## config.mk

```make
export PLATFORM = sky130hd
export DESIGN_NAME = cr16_exec_ctrl
export DESIGN_NICKNAME = d
export VERILOG_FILES = /design/src/rtl/cr16_exec_pkg.sv /design/src/rtl/cr16_enable_divider.sv /design/src/rtl/seven_segment_hex_mapping.sv /design/src/rtl/cr16_exec_ctrl.sv
export SDC_FILE = /design/constraint.sdc
export NUM_CORES = 1
export LEC_CHECK = 0
export CORE_ASPECT_RATIO = 0.5
export CORE_MARGIN = 5
export CORE_UTILIZATION = 37
export DETAILED_ROUTE_END_ITERATION = 8
export RECOVER_POWER = 50
export SETUP_SLACK_MARGIN = 0.1
export SLEW_MARGIN = 0
export SYNTH_ARGS = -nofsm -noshare
export SYNTH_HDL_FRONTEND = slang
export SYNTH_HIERARCHICAL = 1
export SYNTH_SLANG_ARGS = --single-unit
```

## constraint.sdc

```tcl
create_clock -name I_CLK -period 7.56 [get_ports I_CLK]
set_clock_uncertainty 0.15 [all_clocks]
set_input_delay 1.89 -clock I_CLK [delete_from_list [all_inputs] [get_ports I_CLK]]
set_output_delay 1.89 -clock I_CLK [all_outputs]
set_load 0.01 [all_outputs]
```

## src/rtl/cr16_exec_pkg.sv

```systemverilog
`default_nettype none
// +------------------------------------------------------------------------+
// | Package     : cr16_exec_pkg                                            |
// | Description : Shared types and constants for the cr16 run-control      |
// |               block: execution state encoding and hex digit width.     |
// | Revision    : 1.0 - initial release                                    |
// +------------------------------------------------------------------------+
package cr16_exec_pkg;

  // Encoding is visible on O_STATE, so the values are fixed.
  typedef enum logic [1:0] {
    S_HALT  = 2'd0,
    S_RUN   = 2'd1,
    S_STEP  = 2'd2,
    S_BREAK = 2'd3
  } exec_state_t;

  localparam int DIGIT_BITS = 4;

endpackage : cr16_exec_pkg
`default_nettype wire

```

## src/rtl/cr16_enable_divider.sv

```systemverilog
`default_nettype none
// +------------------------------------------------------------------------+
// | Module      : cr16_enable_divider                                      |
// | Description : Programmable period counter. Counts 0..max(div,1)-1 while |
// |               enabled and flags the terminal count combinationally.    |
// | Ports       : clk_i   system clock                                     |
// |               rst_i   synchronous active-high reset                    |
// |               clr_i   force the counter back to 0                      |
// |               en_i    count this cycle                                 |
// |               div_i   period in clocks (0 behaves as 1)                |
// |               tc_o    terminal count reached this cycle                |
// | Revision    : 1.0 - initial release                                    |
// +------------------------------------------------------------------------+
module cr16_enable_divider #(
  parameter int P_DIV_WIDTH = 24
) (
  input  logic                   clk_i,
  input  logic                   rst_i,
  input  logic                   clr_i,
  input  logic                   en_i,
  input  logic [P_DIV_WIDTH-1:0] div_i,
  output logic                   tc_o
);

  logic [P_DIV_WIDTH-1:0] cnt_q, cnt_d;
  logic [P_DIV_WIDTH-1:0] w_last;

  // Divide-by-0 is treated as divide-by-1, so the last count is 0 either way.
  assign w_last = (div_i == '0) ? '0 : (div_i - 1'b1);

  // ">=" rather than "==" so that shrinking the period below the current
  // count terminates on the next compare instead of wrapping the counter.
  assign tc_o = en_i && (cnt_q >= w_last);

  always_comb begin
    cnt_d = cnt_q;
    if (clr_i) begin
      cnt_d = '0;
    end else if (en_i) begin
      cnt_d = tc_o ? '0 : (cnt_q + 1'b1);
    end
  end

  always_ff @(posedge clk_i) begin
    if (rst_i) begin
      cnt_q <= '0;
    end else begin
      cnt_q <= cnt_d;
    end
  end

endmodule : cr16_enable_divider
`default_nettype wire

```

## src/rtl/seven_segment_hex_mapping.sv

```systemverilog
`default_nettype none
// +------------------------------------------------------------------------+
// | Module      : seven_segment_hex_mapping                                |
// | Description : Combinational hex nibble to 7-segment glyph decoder.     |
// |               Segments are active high, bit 0 = a ... bit 6 = g.       |
// | Ports       : hex_i [3:0]  nibble to show                              |
// |               seg_o [6:0]  segment pattern {g,f,e,d,c,b,a}             |
// | Revision    : 1.0 - initial release                                    |
// +------------------------------------------------------------------------+
module seven_segment_hex_mapping (
  input  logic [3:0] hex_i,
  output logic [6:0] seg_o
);

  always_comb begin
    seg_o = 7'h00;
    case (hex_i)
      4'h0: seg_o = 7'h3F;
      4'h1: seg_o = 7'h06;
      4'h2: seg_o = 7'h5B;
      4'h3: seg_o = 7'h4F;
      4'h4: seg_o = 7'h66;
      4'h5: seg_o = 7'h6D;
      4'h6: seg_o = 7'h7D;
      4'h7: seg_o = 7'h07;
      4'h8: seg_o = 7'h7F;
      4'h9: seg_o = 7'h6F;
      4'hA: seg_o = 7'h77;
      4'hB: seg_o = 7'h7C;
      4'hC: seg_o = 7'h39;
      4'hD: seg_o = 7'h5E;
      4'hE: seg_o = 7'h79;
      4'hF: seg_o = 7'h71;
      default: seg_o = 7'h00;
    endcase
  end

endmodule : seven_segment_hex_mapping
`default_nettype wire

```

## src/rtl/cr16_exec_ctrl.sv

```systemverilog
`default_nettype none
// +------------------------------------------------------------------------+
// | Module      : cr16_exec_ctrl                                           |
// | Description : Run-control and debug display for the cr16 core. Makes   |
// |               the core clock-enable (free-run with divider, single     |
// |               step, halt), stops on a PC breakpoint, counts enables,   |
// |               latches the write-port value and drives hex digits.      |
// | Ports       : I_CLK, I_RESET            clock, sync active-high reset  |
// |               I_RUN, I_HALT, I_STEP     command pulses (HALT>RUN>STEP) |
// |               I_DIV                     enable period in clocks        |
// |               I_BREAK_EN, I_BREAK_ADDR  breakpoint arm and address     |
// |               I_PC                      current core PC                |
// |               I_PORT_WRITE, I_PORT_DATA core write port                |
// |               O_CPU_ENABLE              core clock-enable              |
// |               O_STATE                   HALT/RUN/STEP/BREAK            |
// |               O_CYCLE_COUNT             enable pulses issued           |
// |               O_DISPLAY_VALUE           last latched port value        |
// |               O_7_SEGMENT_DISPLAY       per-digit segment patterns     |
// | Revision    : 1.0 - initial release                                    |
// +------------------------------------------------------------------------+
module cr16_exec_ctrl
  import cr16_exec_pkg::*;
#(
  parameter int P_DATA_WIDTH    = 16,
  parameter int P_ADDRESS_WIDTH = 10,
  parameter int P_DIV_WIDTH     = 24,
  parameter int P_COUNT_WIDTH   = 32,
  parameter int P_START_RUNNING = 0,
  parameter int P_NUM_DIGITS    = P_DATA_WIDTH / 4
) (
  input  logic                           I_CLK,
  input  logic                           I_RESET,
  input  logic                           I_RUN,
  input  logic                           I_HALT,
  input  logic                           I_STEP,
  input  logic [P_DIV_WIDTH-1:0]         I_DIV,
  input  logic                           I_BREAK_EN,
  input  logic [P_ADDRESS_WIDTH-1:0]     I_BREAK_ADDR,
  input  logic [P_ADDRESS_WIDTH-1:0]     I_PC,
  input  logic                           I_PORT_WRITE,
  input  logic [P_DATA_WIDTH-1:0]        I_PORT_DATA,
  output logic                           O_CPU_ENABLE,
  output logic [1:0]                     O_STATE,
  output logic [P_COUNT_WIDTH-1:0]       O_CYCLE_COUNT,
  output logic [P_DATA_WIDTH-1:0]        O_DISPLAY_VALUE,
  output logic [P_NUM_DIGITS-1:0][6:0]   O_7_SEGMENT_DISPLAY
);

  localparam exec_state_t C_RESET_STATE = (P_START_RUNNING != 0) ? S_RUN : S_HALT;

  exec_state_t                state_q,  state_d;
  logic                       enable_q, enable_d;
  logic                       skip_q,   skip_d;
  // Remembers whether the pending single step was launched from BREAK.
  logic                       ret_brk_q, ret_brk_d;
  logic [P_COUNT_WIDTH-1:0]   count_q,  count_d;
  logic [P_DATA_WIDTH-1:0]    disp_q,   disp_d;

  logic w_run;
  logic w_tc;
  logic w_bp_hit;

  assign w_run    = (state_q == S_RUN);
  assign w_bp_hit = I_BREAK_EN && (I_PC == I_BREAK_ADDR);

  // Held at 0 outside RUN, so every entry into RUN starts a fresh period.
  cr16_enable_divider #(
    .P_DIV_WIDTH (P_DIV_WIDTH)
  ) u_divider (
    .clk_i (I_CLK),
    .rst_i (I_RESET),
    .clr_i (!w_run),
    .en_i  (w_run),
    .div_i (I_DIV),
    .tc_o  (w_tc)
  );

  always_comb begin
    state_d   = state_q;
    enable_d  = 1'b0;
    skip_d    = skip_q;
    ret_brk_d = ret_brk_q;
    case (state_q)
      S_HALT: begin
        if (I_HALT) begin
          state_d = S_HALT;
        end else if (I_RUN) begin
          state_d = S_RUN;
        end else if (I_STEP) begin
          state_d   = S_STEP;
          ret_brk_d = 1'b0;
        end
      end
      S_RUN: begin
        if (I_HALT) begin
          state_d = S_HALT;
        end else if (w_tc) begin
          // skip lets the first pulse after a resume execute the
          // breakpoint PC instead of re-trapping on it.
          if (w_bp_hit && !skip_q) begin
            state_d = S_BREAK;
          end else begin
            enable_d = 1'b1;
            skip_d   = 1'b0;
          end
        end
      end
      S_STEP: begin
        enable_d = 1'b1;
        state_d  = ret_brk_q ? S_BREAK : S_HALT;
      end
      S_BREAK: begin
        if (I_HALT) begin
          state_d = S_HALT;
        end else if (I_RUN) begin
          state_d = S_RUN;
          skip_d  = 1'b1;
        end else if (I_STEP) begin
          state_d   = S_STEP;
          ret_brk_d = 1'b1;
        end
      end
      default: state_d = C_RESET_STATE;
    endcase
  end

  assign count_d = count_q + P_COUNT_WIDTH'(enable_q);
  // A strobe only means something while the core is actually clocked.
  assign disp_d  = (I_PORT_WRITE && enable_q) ? I_PORT_DATA : disp_q;

  always_ff @(posedge I_CLK) begin
    if (I_RESET) begin
      state_q   <= C_RESET_STATE;
      enable_q  <= 1'b0;
      skip_q    <= 1'b0;
      ret_brk_q <= 1'b0;
      count_q   <= '0;
      disp_q    <= '0;
    end else begin
      state_q   <= state_d;
      enable_q  <= enable_d;
      skip_q    <= skip_d;
      ret_brk_q <= ret_brk_d;
      count_q   <= count_d;
      disp_q    <= disp_d;
    end
  end

  assign O_CPU_ENABLE    = enable_q;
  assign O_STATE         = state_q;
  assign O_CYCLE_COUNT   = count_q;
  assign O_DISPLAY_VALUE = disp_q;

  for (genvar gi = 0; gi < P_NUM_DIGITS; gi++) begin : g_digit
    if ((gi + 1) * DIGIT_BITS <= P_DATA_WIDTH) begin : g_map
      seven_segment_hex_mapping u_hex (
        .hex_i (disp_q[gi*DIGIT_BITS +: DIGIT_BITS]),
        .seg_o (O_7_SEGMENT_DISPLAY[gi])
      );
    end else begin : g_blank
      // Digits beyond the data width have nothing to show.
      assign O_7_SEGMENT_DISPLAY[gi] = 7'h00;
    end
  end

endmodule : cr16_exec_ctrl
`default_nettype wire

```

==> results of run 1 <==
## area by class of cell
type	instances	area, µm²	share of cell area (%)
well taps	204	255	3.26
multi-input cells	563	4150	52.9
flip-flops and latches	77	1540	19.7
clock buffers	9	225	2.87
repair buffers	147	1460	18.6
clock inverters	7	73.8	0.942
inverters	36	138	1.76
## per-layer routing
metal,global-route usage (%),part of all wire [%],wire length [µm]
met4,3.33,0.90,131
met1,20.0,47,6830
met3,3.20,6.0,877
met5,0,0,0
met2,25.7,46,6660
## state kept, by name, summed over array words and instances (netlist names)
register and count:
ret_brk_q 1, O_CPU_ENABLE 1, O_CYCLE_COUNT 32, skip_q 1, O_DISPLAY_VALUE 16, u_divider/cnt_q 24, O_STATE 2
## worst min-delay path, cell delays in order (launching register included)
cell,delay (ps)
dfxtp_1,320
nand2_1,60
mux2i_1,60
## through the flow
stage / util, % / hold WS [ps] / instances / area, µm² / power, µW
6_report: 50.2 / 339 / 1043 / 7840 / 939
3_3_place_gp: 48.3 / 308 / 1027 / 7540 / 516
4_1_cts: 50.2 / 349 / 1043 / 7840 / 956
5_1_grt: 50.2 / 382 / 1043 / 7840 / 983
3_5_place_dp: 48.3 / 331 / 1027 / 7540 / 517
2_1_floorplan: - / 285 / 703 / 5990 / 461
## final timing paths
kind / slack (ps) / from / end
max: 1380 / I_DIV[0] / skip_q
min: 340 / skip_q / skip_q
max reg2reg: 4690 / u_divider/cnt_q[21] / skip_q
min reg2reg: 340 / skip_q / skip_q
## cells by family after synthesis
family	after synthesis	share of synthesized area (%)
AO/OA/AOI/OAI	91	9.67
XOR/XNOR	72	10.5
adder cells (fa/ha/maj)	61	12.7
buffers and inverters	63	5.04
flip-flops	77	25.7
multiplexers	27	5.98
AND/OR/NAND/NOR	312	30.3
## cell usage after synthesis, types with 4 or more instances
| cell | n | area (µm²) |
|---|---|---|
| nor3_2 | 21 | 210 |
| o21ai_1 | 4 | 20.0 |
| xnor2_1 | 39 | 342 |
| nand3b_1 | 4 | 30.0 |
| nor2_1 | 55 | 206 |
| o21ai_0 | 9 | 45.0 |
| nand2b_1 | 12 | 75.1 |
| a22oi_1 | 4 | 30.0 |
| ha_1 | 61 | 763 |
| nand3_1 | 25 | 125 |
| nor3_1 | 30 | 150 |
| nor4_2 | 6 | 75.1 |
| a21oi_1 | 45 | 225 |
| mux2i_1 | 11 | 110 |
| buf_2 | 5 | 25.0 |
| clkbuf_1 | 13 | 48.8 |
| nand4_1 | 26 | 163 |
| buf_6 | 6 | 67.6 |
| nor2b_1 | 10 | 62.6 |
| and3_1 | 5 | 31.3 |
| nand2_1 | 79 | 297 |
| dfxtp_1 | 77 | 1540 |
| mux2_2 | 9 | 101 |
| xor2_1 | 33 | 289 |
| and4_1 | 5 | 43.8 |
| inv_1 | 35 | 131 |
## where the power goes
part	switching [µW]	leakage (µW)	internal (µW)	total [µW]
Sequential	2.06	0.000620	407	409
Clock	198	0.000148	235	433
Combinational	43.0	0.00210	54.5	97.5
## cell usage in the layout, fill, tap and decap left out, drive strengths merged, types with 28 or more instances in the layout
cell type / instances
clkdlybuf4s50: 115
nand2: 82
dfxtp: 77
ha: 61
nor2: 57
nor3: 52
a21oi: 45
inv: 42
xnor2: 39
xor2: 33
dlygate4sd3: 29
nand4: 28
==> metrics.txt, run 1 <==
Seq cells post-synth=77; Crit. path cell count=18; vias in the first global route=5123; CTS clock-pin slew for the worst setup and hold paths=70 ps; via count=5310; Final #Nets=962; HP Class=flip-flop to flip-flop; grt total ovfl=0; # diodes=0; slowest library cell on the worst path=or4b_1; library cells used by synthesis=71; Top delay family on crit path=simple AND/OR/NAND/NOR gates; Worst-Margin Slew=2430 ps; Synth Flop Type=dfxtp_1; Worst VDD drop=0.0885 mV; core area=15600 µm²; Avg Inst Size Synth=~8.5 µm²; Antenna Nets Post-Route=0; Syn Nets=around 830; port bufs=145; status=finished with violations; critical path peak fanout=6; WP data required=7680 ps; critical path startpoint category=input port; gpl congestion=0.788; share of layout cells above drive strength 1=9.54%; first-pass GRT wire length=24400 µm; Placement Setup Slack=between 1000 and 1500 ps; post-synthesis cell area=between 5000 and 6000 µm²; fill cell count=about 1.5k; crit-path cells=clkdlybuf4s50_1 > inv_1 > ha_1 > or4b_1 > nor2_4 > nand2_2 > nor4_1 > xor2_1 > nand2_1 > ha_1 > nand4_1 > nor4_1 > o41ai_2 > a21boi_2 > nand2_1 > a221o_1 > a21oi_1 > mux2i_1; number of max-cap violations=1; initial antenna violation count=0; final setup vio count=0; Area Growth Syn to Fin=30.9%; worst setup path class=input port to flip-flop; total CTS buffers=9; final hold vios=0; Clock Latency Late Sink=340 ps; Die ar.=19000 µm²; Synthesis Warnings=6; CTS max path bufs=2; CP endpoint kind=flip-flop; Tmin final=~6200 ps; largest net degree at the start of global routing=53; H-tree depth=3; Mapped Cells=roughly 700; GRT Resource Usage Total=15.1%; Root Buffer=clkbuf_16; TritonCTS clock tree=done; highest clock rate=0.162 GHz; Initial Util=38.3%; CP max stage delay=600 ps; cts-stage hold buffer count=0; Gates resized, CTS repair=0; post-route worst setup slack=1380 ps; slew margin rel.=-61.7%; R2R depth=9; Pwr Density=120 nW/µm²; Die X=between 150 and 200 µm; unrepaired setup endpoints after global routing=no; failing checks=max-capacitance violations, max-slew violations; hold-critical path depth=2; Seq/Total Area, Yosys=roughly a quarter; drt drc=0; Leakage=approximately 0.0029 µW; Buf/Inv on CP=2; fin crit share=81.7%; total setup buffers inserted after CTS=0; Post-synth EDFFs=0; WL final=14500 µm; clk sinks=77; initial drt markers=205; Async SR Flop Fraction=0%; routed len/inst=around 14 µm; arrival time at the worst endpoint=between 6000 and 7000 ps; Pre-antenna DRT Iters=5; Die H=roughly 100 µm; I/O pins=about 150; Slew Limit Fails=53; row count=32; final setup TNS=0 ps; Vias per Instance=around 5.1; DP HPWL=11300 µm
Note: power is estimated with default switching activity, not from simulation.
==> run 2, diff against run 1 <==
Settings changed: PLACE_DENSITY set to 0.65.
Clock period 7.56 ns to 5.63 ns, I/O delays scaled along.
==> metrics.txt, run 2 (same netlist as run 1, synthesis figures left out) <==
most frequent cells in the layout=clkdlybuf4s50_1 (115), nand2_1 (79), dfxtp_1 (77) (unchanged); Vias per Instance=5.11 (was 5.09); DP HPWL=11300 µm (about the same); initial antenna violation count=0 (unchanged); crit path from=I_DIV[15] (was I_DIV[0]); Area Growth Syn to Fin=33.0% (was 30.9%); cts-stage hold buffer count=0 (unchanged); R2R depth=11 (was 9); critical path startpoint category=input port (unchanged); Final #Nets=974 (was 962); Pre-antenna DRT Iters=4 (was 5); first-pass GRT wire length=23900 µm (was 24400 µm); share of layout cells above drive strength 1=10.9% (was 9.54%); failing checks=max-capacitance violations, max-slew violations (unchanged); Worst VDD drop=0.155 mV (was 0.0885 mV); vias in the first global route=5030 (was 5123); clk sinks=77 (unchanged); total CTS buffers=9 (unchanged); port bufs=145 (unchanged); total setup buffers inserted after CTS=0 (unchanged); Die ar.=19000 µm² (unchanged); setup slack, reg-to-reg=3030 ps (was 4690 ps); Placement Setup Slack=18.0 ps (was 1050 ps); arrival time at the worst endpoint=5340 ps (was 6300 ps); Fin Hold WS=345 ps (was 339 ps); I/O pins=146 (unchanged); row count=32 (unchanged); CP endpoint kind=flip-flop (unchanged); Clock Latency Late Sink=340 ps (about the same); unrepaired setup endpoints after global routing=no (unchanged); WL final=14600 µm (was 14500 µm); core area=15600 µm² (unchanged); FF-to-FF End=skip_q (unchanged); post-route worst setup slack=405 ps (was 1380 ps); Root Buffer=clkbuf_16 (unchanged); largest net degree at the start of global routing=53 (unchanged); final hold vios=0 (unchanged); worst setup path class=input port to flip-flop (unchanged); reg2reg start=u_divider/cnt_q[21] (unchanged); Die X=190 µm (unchanged); Die H=100 µm (unchanged); fin crit share=92.8%; H-tree depth=3 (unchanged); initial drt markers=210 (was 205); via count=5384 (was 5310); highest clock rate=0.191 GHz; # diodes=0 (unchanged); TritonCTS clock tree=done (unchanged); WP data required=5750 ps (was 7680 ps); drt drc=0 (unchanged); max reg flops=32 (unchanged); GRT Resource Usage Total=14.8% (was 15.1%); routed len/inst=13.9 µm (about the same); Antenna Nets Post-Route=0 (unchanged); Worst-Margin Slew=2340 ps (was 2430 ps); Initial Util=38.3% (unchanged); commonest non-fill, non-tap cell in the layout=clkdlybuf4s50_1 (unchanged); HP Class=flip-flop to flip-flop (unchanged); CTS max path bufs=2 (unchanged); gpl congestion=0.838 (was 0.788); number of max-cap violations=1 (unchanged); CTS clock-pin slew for the worst setup and hold paths=60 ps (was 70 ps); grt total ovfl=0 (unchanged); status=finished with violations (unchanged); Pwr Density=164 nW/µm² (was 120 nW/µm²); final setup TNS=0 ps (unchanged); Tmin final=5230 ps; critical path peak fanout=7 (was 6); final setup vio count=0 (unchanged); Slew Limit Fails=53 (unchanged); Worst Setup EP=skip_q (unchanged); Leakage=0.00292 µW (was 0.00286 µW); slew margin rel.=-55.7% (was -61.7%)
## run 2: worst min-delay path by stage
stage,from,to,slack (ps),cells after the start
4_1_cts,skip_q,skip_q,330,2
2_1_floorplan,skip_q,skip_q,290,2
6_report,skip_q,skip_q,350,2
5_1_grt,skip_q,skip_q,360,2
3_5_place_dp,skip_q,skip_q,320,2
3_3_place_gp,skip_q,skip_q,310,2
## run 2: through the flow
stage          cell area (µm²)  std cells  util, %  total power [µW]
2_1_floorplan             5990        703        -               619
3_3_place_gp              7630       1039     48.9               698
3_5_place_dp              7630       1039     48.9               699
4_1_cts                   7950       1054     50.9              1320
5_1_grt                   7960       1054     51.0              1360
6_report                  7960       1054     51.0              1310
## run 2: layer usage
metal,track usage [%],up-vias,share of wire (%)
met4,2.50,0,0.31
met3,3.06,6,4.2
met1,19.4,2509,48
li1,-,2767,-
met5,0,-,0
met2,25.7,102,47
## run 2: power by group
| group | switching (µW) | internal (µW) | total (µW) |
|---|---|---|---|
| combinational | 60.4 | 76.6 | 137 |
| clock | 224 | 397 | 621 |
| sequential | 2.83 | 547 | 549 |
| total | 287 | 1020 | 1310 |
## run 2: worst max-delay path, stage by stage
cell,delay (ps)
clkdlybuf4s50_1,470
or4_4,520
or3_4,390
nor2_8,160
nand4_2,110
nor3_1,160
a21oi_1,70
ha_1,320
nand4_1,150
buf_4,180
nor3_1,190
a22o_1,150
nor3_1,80
a21boi_2,200
nand2_1,100
a221o_1,320
a21oi_1,160
mux2i_1,190
## run 2: final cells by class
cell class                      count  area [µm²]
Clock buffer                       11         243
Clock inverter                      4        72.6
Fill cell                        1492        7650
Inverter                           36         138
Multi-Input combinational cell    563        4160
Sequential cell                    77        1540
Tap cell                          204         255
Timing Repair Buffer              159        1550
## run 2: what timing repair did
item                                   4_1_cts  5_1_grt
setup endpoints to repair                    0        3
endpoints found under the hold margin        0        0
gates resized for setup                      0        3
==> patch 1, RTL diff (flow settings as in run 2) <==
`P_ADDRESS_WIDTH`: 10 -> 11.
--- a/src/rtl/cr16_exec_ctrl.sv
+++ b/src/rtl/cr16_exec_ctrl.sv
@@ -24,3 +24,3 @@
   parameter int P_DATA_WIDTH    = 16,
-  parameter int P_ADDRESS_WIDTH = 10,
+  parameter int P_ADDRESS_WIDTH = 11,
   parameter int P_DIV_WIDTH     = 24,
Ports: changed (resized I_BREAK_ADDR and I_PC); port bits go from 146 to 148. The function was not compared with the original's and may differ.
==> patch 1 against run 2 <==
The flow still finishes with violations (max-capacitance violations, max-slew violations); hold slack got worse by 0.0070 ns; register-to-register slack worse by 0.04 ns; power increased by 1.9%; area after synthesis down 0.42%; final area about the same; wire length rose by 0.85%; largest power group unchanged; sequential cell count stayed put; sequential power is essentially flat; worst setup slack improved by 0.033 ns; utilization hardly changed.
==> patch 1: results (changes against run 2) <==
Gr usage total: 15.3% (+0.47 points)
Failing checks: max-capacitance violations, max-slew violations
Total Nets Final: 976 (+0.21%)
DR vias: 5,410 (+0.48%)
Max reg flops: 32 (unchanged)
Crit path DAT: 5.30 ns (-0.04 ns)
Layout cells sized above 1: 10.7% (-0.25 points)
Synth unique cells: 74 (+4.2%)
Worst-case vdd ir drop: 0.000105 V (-32%)
DP Wirelength: 11,500 um (+1.5%)
Top post-synthesis cells by area: dfxtp_1 (26%), ha_1 (13%), xnor2_1 (5.7%)
Layout Cells excl Fill: 1,055 (+0.095%)
R2R depth: 11 (unchanged)
Clk root buf: clkbuf_16
CTS Buf Count: 9 (unchanged)
Routed wire length: 14,700 um (+0.85%)
Post-Synthesis Cells: 701 (-0.28%)
Leak: 0.00293 uW (+0.36%)
Crit path from: I_DIV[15]
Filler Cells Inserted: 1,476 (-1.1%)
Slew Viols, Final: 52 (-1.9%)
R2R Setup Slk: 2.99 ns (-0.04 ns)
Net Count, Synth: 831 (unchanged)
Primary FF master, synth: dfxtp_1
Worst path slowest cell: or4_4
Final setup margin: 0.438 ns (+0.0333 ns)
First-pass GRT wire length: 24,700 um (+2.9%)
Status: finished with violations
Seq/Total Area, Yosys: 25.8% (+0.11 points)
Commonest cells post-synth: nand2_1 (78), dfxtp_1 (77), ha_1 (61), nor2_1 (57), a21oi_1 (44)
Initial DRC count: 196 (-6.7%)
Clk Latency, worst-skew pair: 0.33 ns
Start of the worst register-to-register path: u_divider/cnt_q[0]
CP Max Fanout: 7 (unchanged)
Post-Place Cells: 1,039 (unchanged)
Vias in the first global route: 5,087 (+1.1%)
Number of remaining DRC errors: 0 (unchanged)
# port buffers: 147 (+1.4%)
Largest net degree at the start of global routing: 52 (-1.9%)
Slowest cell delay on critical path: 0.52 ns (about the same)
Setup bufs post-CTS: 0 (unchanged)
Max Cap Violations: 1 (unchanged)
Yosys warns: 6 (unchanged)
Pre-CTS WS: 0.00698 ns (-0.0111 ns)
Clock tree buffer depth: 2 (unchanged)
Slew @ Worst Pin: 2.29 ns (-0.0420 ns)
Worst R2R End: O_STATE[0]
RePlAce Congestion: 0.839 (about the same)
==> patch 1: changes by cell type in the layout (fill, tap and decap cells not counted), moves of 2 or more <==
cell and delta:
o21a_1 +2, and2_1 -2, nor3_1 +4, nor4_2 -4, clkdlybuf4s50_1 +2, nor2_1 +2
==> patch 1: kinds of logic (layout without fill, tap and decap cells) <==
logic type      Yosys count  after routing  share of synthesized area (%)
xor+xnor                 73             73                           10.7
fa+ha+maj                61             61                           12.8
mux                      27             27                           6.00
buf+inv                  61            211                           5.10
simple gates            310            310                           29.6
flops                    77             77                           25.8
compound gates           92             92                           9.95
==> patch 1: worst min-delay path by stage <==
stage | startpoint | endpoint | slack [ns] | cells past startpoint
after floorplan | skip_q | skip_q | 0.29 | 2
after global placement | skip_q | skip_q | 0.33 | 2
final | skip_q | skip_q | 0.34 | 2
after detailed placement | skip_q | skip_q | 0.33 | 2
after global routing | skip_q | skip_q | 0.38 | 2
after CTS | skip_q | skip_q | 0.35 | 2
==> patch 1: cell type report <==
cell class	instances	area share, %
clock buffers	11	3.18
repair buffers	159	19.5
well taps	204	3.21
clock inverters	5	1.02
multi-input cells	563	52.0
inverters	36	1.73
flip-flops and latches	77	19.4
==> patch 1: timing repair <==
item	4_1_cts	5_1_grt
resized for setup	0	3
endpoints found under the hold margin	0	0
setup endpoints to repair	0	2
==> patch 1: per-stage QoR <==
stage | instance area (um^2) | hold slack [ns] | util, % | power [uW]
2_1_floorplan | 5960 | 0.285 | - | 621
5_1_grt | 7960 | 0.384 | 51.0 | 1390
3_5_place_dp | 7610 | 0.334 | 48.7 | 700
3_3_place_gp | 7610 | 0.329 | 48.7 | 698
4_1_cts | 7940 | 0.350 | 50.9 | 1350
6_report | 7960 | 0.338 | 51.0 | 1330
==> patch 1: worst max-delay path, delay by kind of cell <==
family                     cells  cell delay [ns]
muxes                          1             0.20
buffers and inverters          1             0.47
and+or+nand+nor                8             2.00
adders and majority gates      1             0.31
AOI/OAI and AO/OA              5             0.92
==> patch 1: routing by layer <==
metal	part of all wire [%]	track usage (%)	up-vias
li1	-	-	2755
met1	46	19.6	2519
met2	49	27.1	117
met3	3.5	2.29	19
met4	1.3	4.06	0
met5	0	0	-
==> patch 1: power breakdown <==
| group | switching (uW) | internal, uW | total [uW] |
|---|---|---|---|
| sequential | 2.60 | 546 | 549 |
| combinational | 61.2 | 77.6 | 139 |
| clock | 231 | 413 | 645 |
| total | 295 | 1040 | 1330 |
==> patch 2, RTL diff (flow settings as in run 2) <==
Without the edit above. Make the reset (`I_RESET` and `rst_i`) asynchronous in 2 clocked blocks. Comments in the files are not updated.
--- a/src/rtl/cr16_enable_divider.sv
+++ b/src/rtl/cr16_enable_divider.sv
@@ -43,3 +43,3 @@
 
-  always_ff @(posedge clk_i) begin
+  always_ff @(posedge clk_i or posedge rst_i) begin
     if (rst_i) begin
--- a/src/rtl/cr16_exec_ctrl.sv
+++ b/src/rtl/cr16_exec_ctrl.sv
@@ -130,3 +130,3 @@
 
-  always_ff @(posedge I_CLK) begin
+  always_ff @(posedge I_CLK or posedge I_RESET) begin
     if (I_RESET) begin
Formal check against the unedited RTL: differs if I_RESET is asserted again (counterexample within 4 cycles, from zero or initial values and one cycle with I_RESET high); with I_RESET held inactive, the same outputs for 10 cycles.
==> patch 2 against run 2 <==
Non-clock buffer count grew 9; wire length increased by 7.5%; cell count up 1.9%; count of clock-buffer cells in the layout unchanged; critical path depth decreased by 3; worst setup slack got worse by 0.068 ns; area after synthesis increased by 4.9%; die area rose by 4.5%; the flow still finishes with violations (max-capacitance violations, max-slew violations); sequential cell count is the same; global-route usage rose by 0.61 points; final area rose by 4.4%.
Power is not compared: it rests on default switching activity, and its combinational part moved more than twofold at a synthesized area within 25%.
==> patch 2: results (changes against run 2) <==
Status: finished with violations
Failing checks: max-capacitance violations, max-slew violations
Invs w/o clock: 34 (-5.6%)
First-pass GRT wire length: 25,900 um (+8.0%)
#MultiIn Comb: 552 (-2.0%)
Slew @ Worst Pin: 2.89 ns (+0.559 ns)
Slowest cell delay on critical path: 0.56 ns (+0.04 ns)
Mean Syn Cell Area: 9.07 um^2 (+6.5%)
Clkbuf count: 11 (unchanged)
Start of the worst register-to-register path: u_divider/cnt_q[1]
Post-Place Cells: 1,058 (+1.8%)
Max Cap Violations: 1 (unchanged)
CTS Buf Count: 9 (unchanged)
Htree depth: 3 (unchanged)
DP Wirelength: 12,000 um (+6.4%)
Register Area: 1930 um^2 (+25%)
Crit path from: I_DIV[7]
RePlAce Congestion: 0.800 (-4.5%)
NonClk Buf Share: 19.5% (+0.054 points)
Worst Hold Launch: O_CYCLE_COUNT[31]
Hold Path Depth: 1 (-1)
Ys async rst share: 100% (+100 points)
Area occupied by multi-input gates: 4070 um^2 (-2.4%)
Crit path DAT: 5.39 ns (+0.05 ns)
Bufs w/o clock: 168 (+5.7%)
Critical Path End: skip_q
Sink Count: 77 (unchanged)
R2R Setup Slk: 2.93 ns (-0.10 ns)
# rows: 33 (+3.1%)
Synth unique cells: 67 (-5.6%)
Initial DRC count: 233 (+11%)
Post-DP Area: 8050 um^2 (+5.5%)
Total Nets Final: 970 (-0.41%)
Seq/Total Area, Yosys: 30.7% (+4.9 points)
Slew Viols, Final: 54 (+1.9%)
Max reg flops: 32 (unchanged)
Worst Hold End: O_CYCLE_COUNT[31]
R2R depth: 7 (-4)
Hold Crit Class: reg -> reg
Primary FF master, synth: dfrtp_1
Filler Cells Inserted: 1,576 (+5.6%)
Routed wire length: 15,700 um (+7.5%)
Commonest cells post-synth: nand2_1 (78), dfrtp_1 (77), ha_1 (61), xnor2_1 (35), a21oi_1 (34)
Layout cells sized above 1: 10.7% (-0.20 points)
Final Hold Slack: 0.329 ns (-0.0160 ns)
Clk tree area frac: 3.46% (-0.50 points)
Largest net degree at the start of global routing: 54 (+1.9%)
Gr usage total: 15.4% (+0.61 points)
Sequential cell area share: 23.2% (+3.8 points)
Layout Cells excl Fill: 1,074 (+1.9%)
Number of diodes: 0 (unchanged)
CP Max Fanout: 4 (-3)
Worst R2R End: u_divider/cnt_q[18]
Initial antenna violation count: 0 (unchanged)
Vias in the first global route: 5,434 (+8.0%)
Net Count, Synth: 820 (-1.3%)
Top post-synthesis cells by area: dfrtp_1 (31%), ha_1 (12%), xnor2_1 (4.9%)
DR vias: 5,645 (+4.8%)
Clk power: 547 uW
[patch 2: changes by cell type after synthesis, sizes merged, moves of 14 or more]
cell    delta
dfrtp     +77
dfxtp     -77
mux2      +18
nor2      -28
nor3      -17
o211ai    +14
[patch 2: metrics by stage]
step | setup slack [ns] | power, uW
after floorplan | 0.470 | 1670
after global placement | 0.118 | 2320
after detailed placement | 0.0232 | 2340
after CTS | 0.368 | 2910
after global routing | 0.108 | 3070
final | 0.336 | 2870
[patch 2: per-layer routing]
metal  up-vias  GRT usage [%]  part of all wire [%]
li1       2816              -                     -
met3        21           2.14                   3.1
met5         -              0                     0
met1      2690           19.4                    46
met4         0           5.08                   1.8
met2       118           27.8                    49
[patch 2: logic make-up after synthesis]
family / after synthesis / share of synthesized area (%)
muxes: 43 / 8.67
AOI/OAI and AO/OA: 106 / 11.2
adders and majority gates: 61 / 12.2
DFF: 77 / 30.7
buffers and inverters: 63 / 4.40
xor gates and xnor gates: 57 / 7.95
and+or+nand+nor: 285 / 24.9
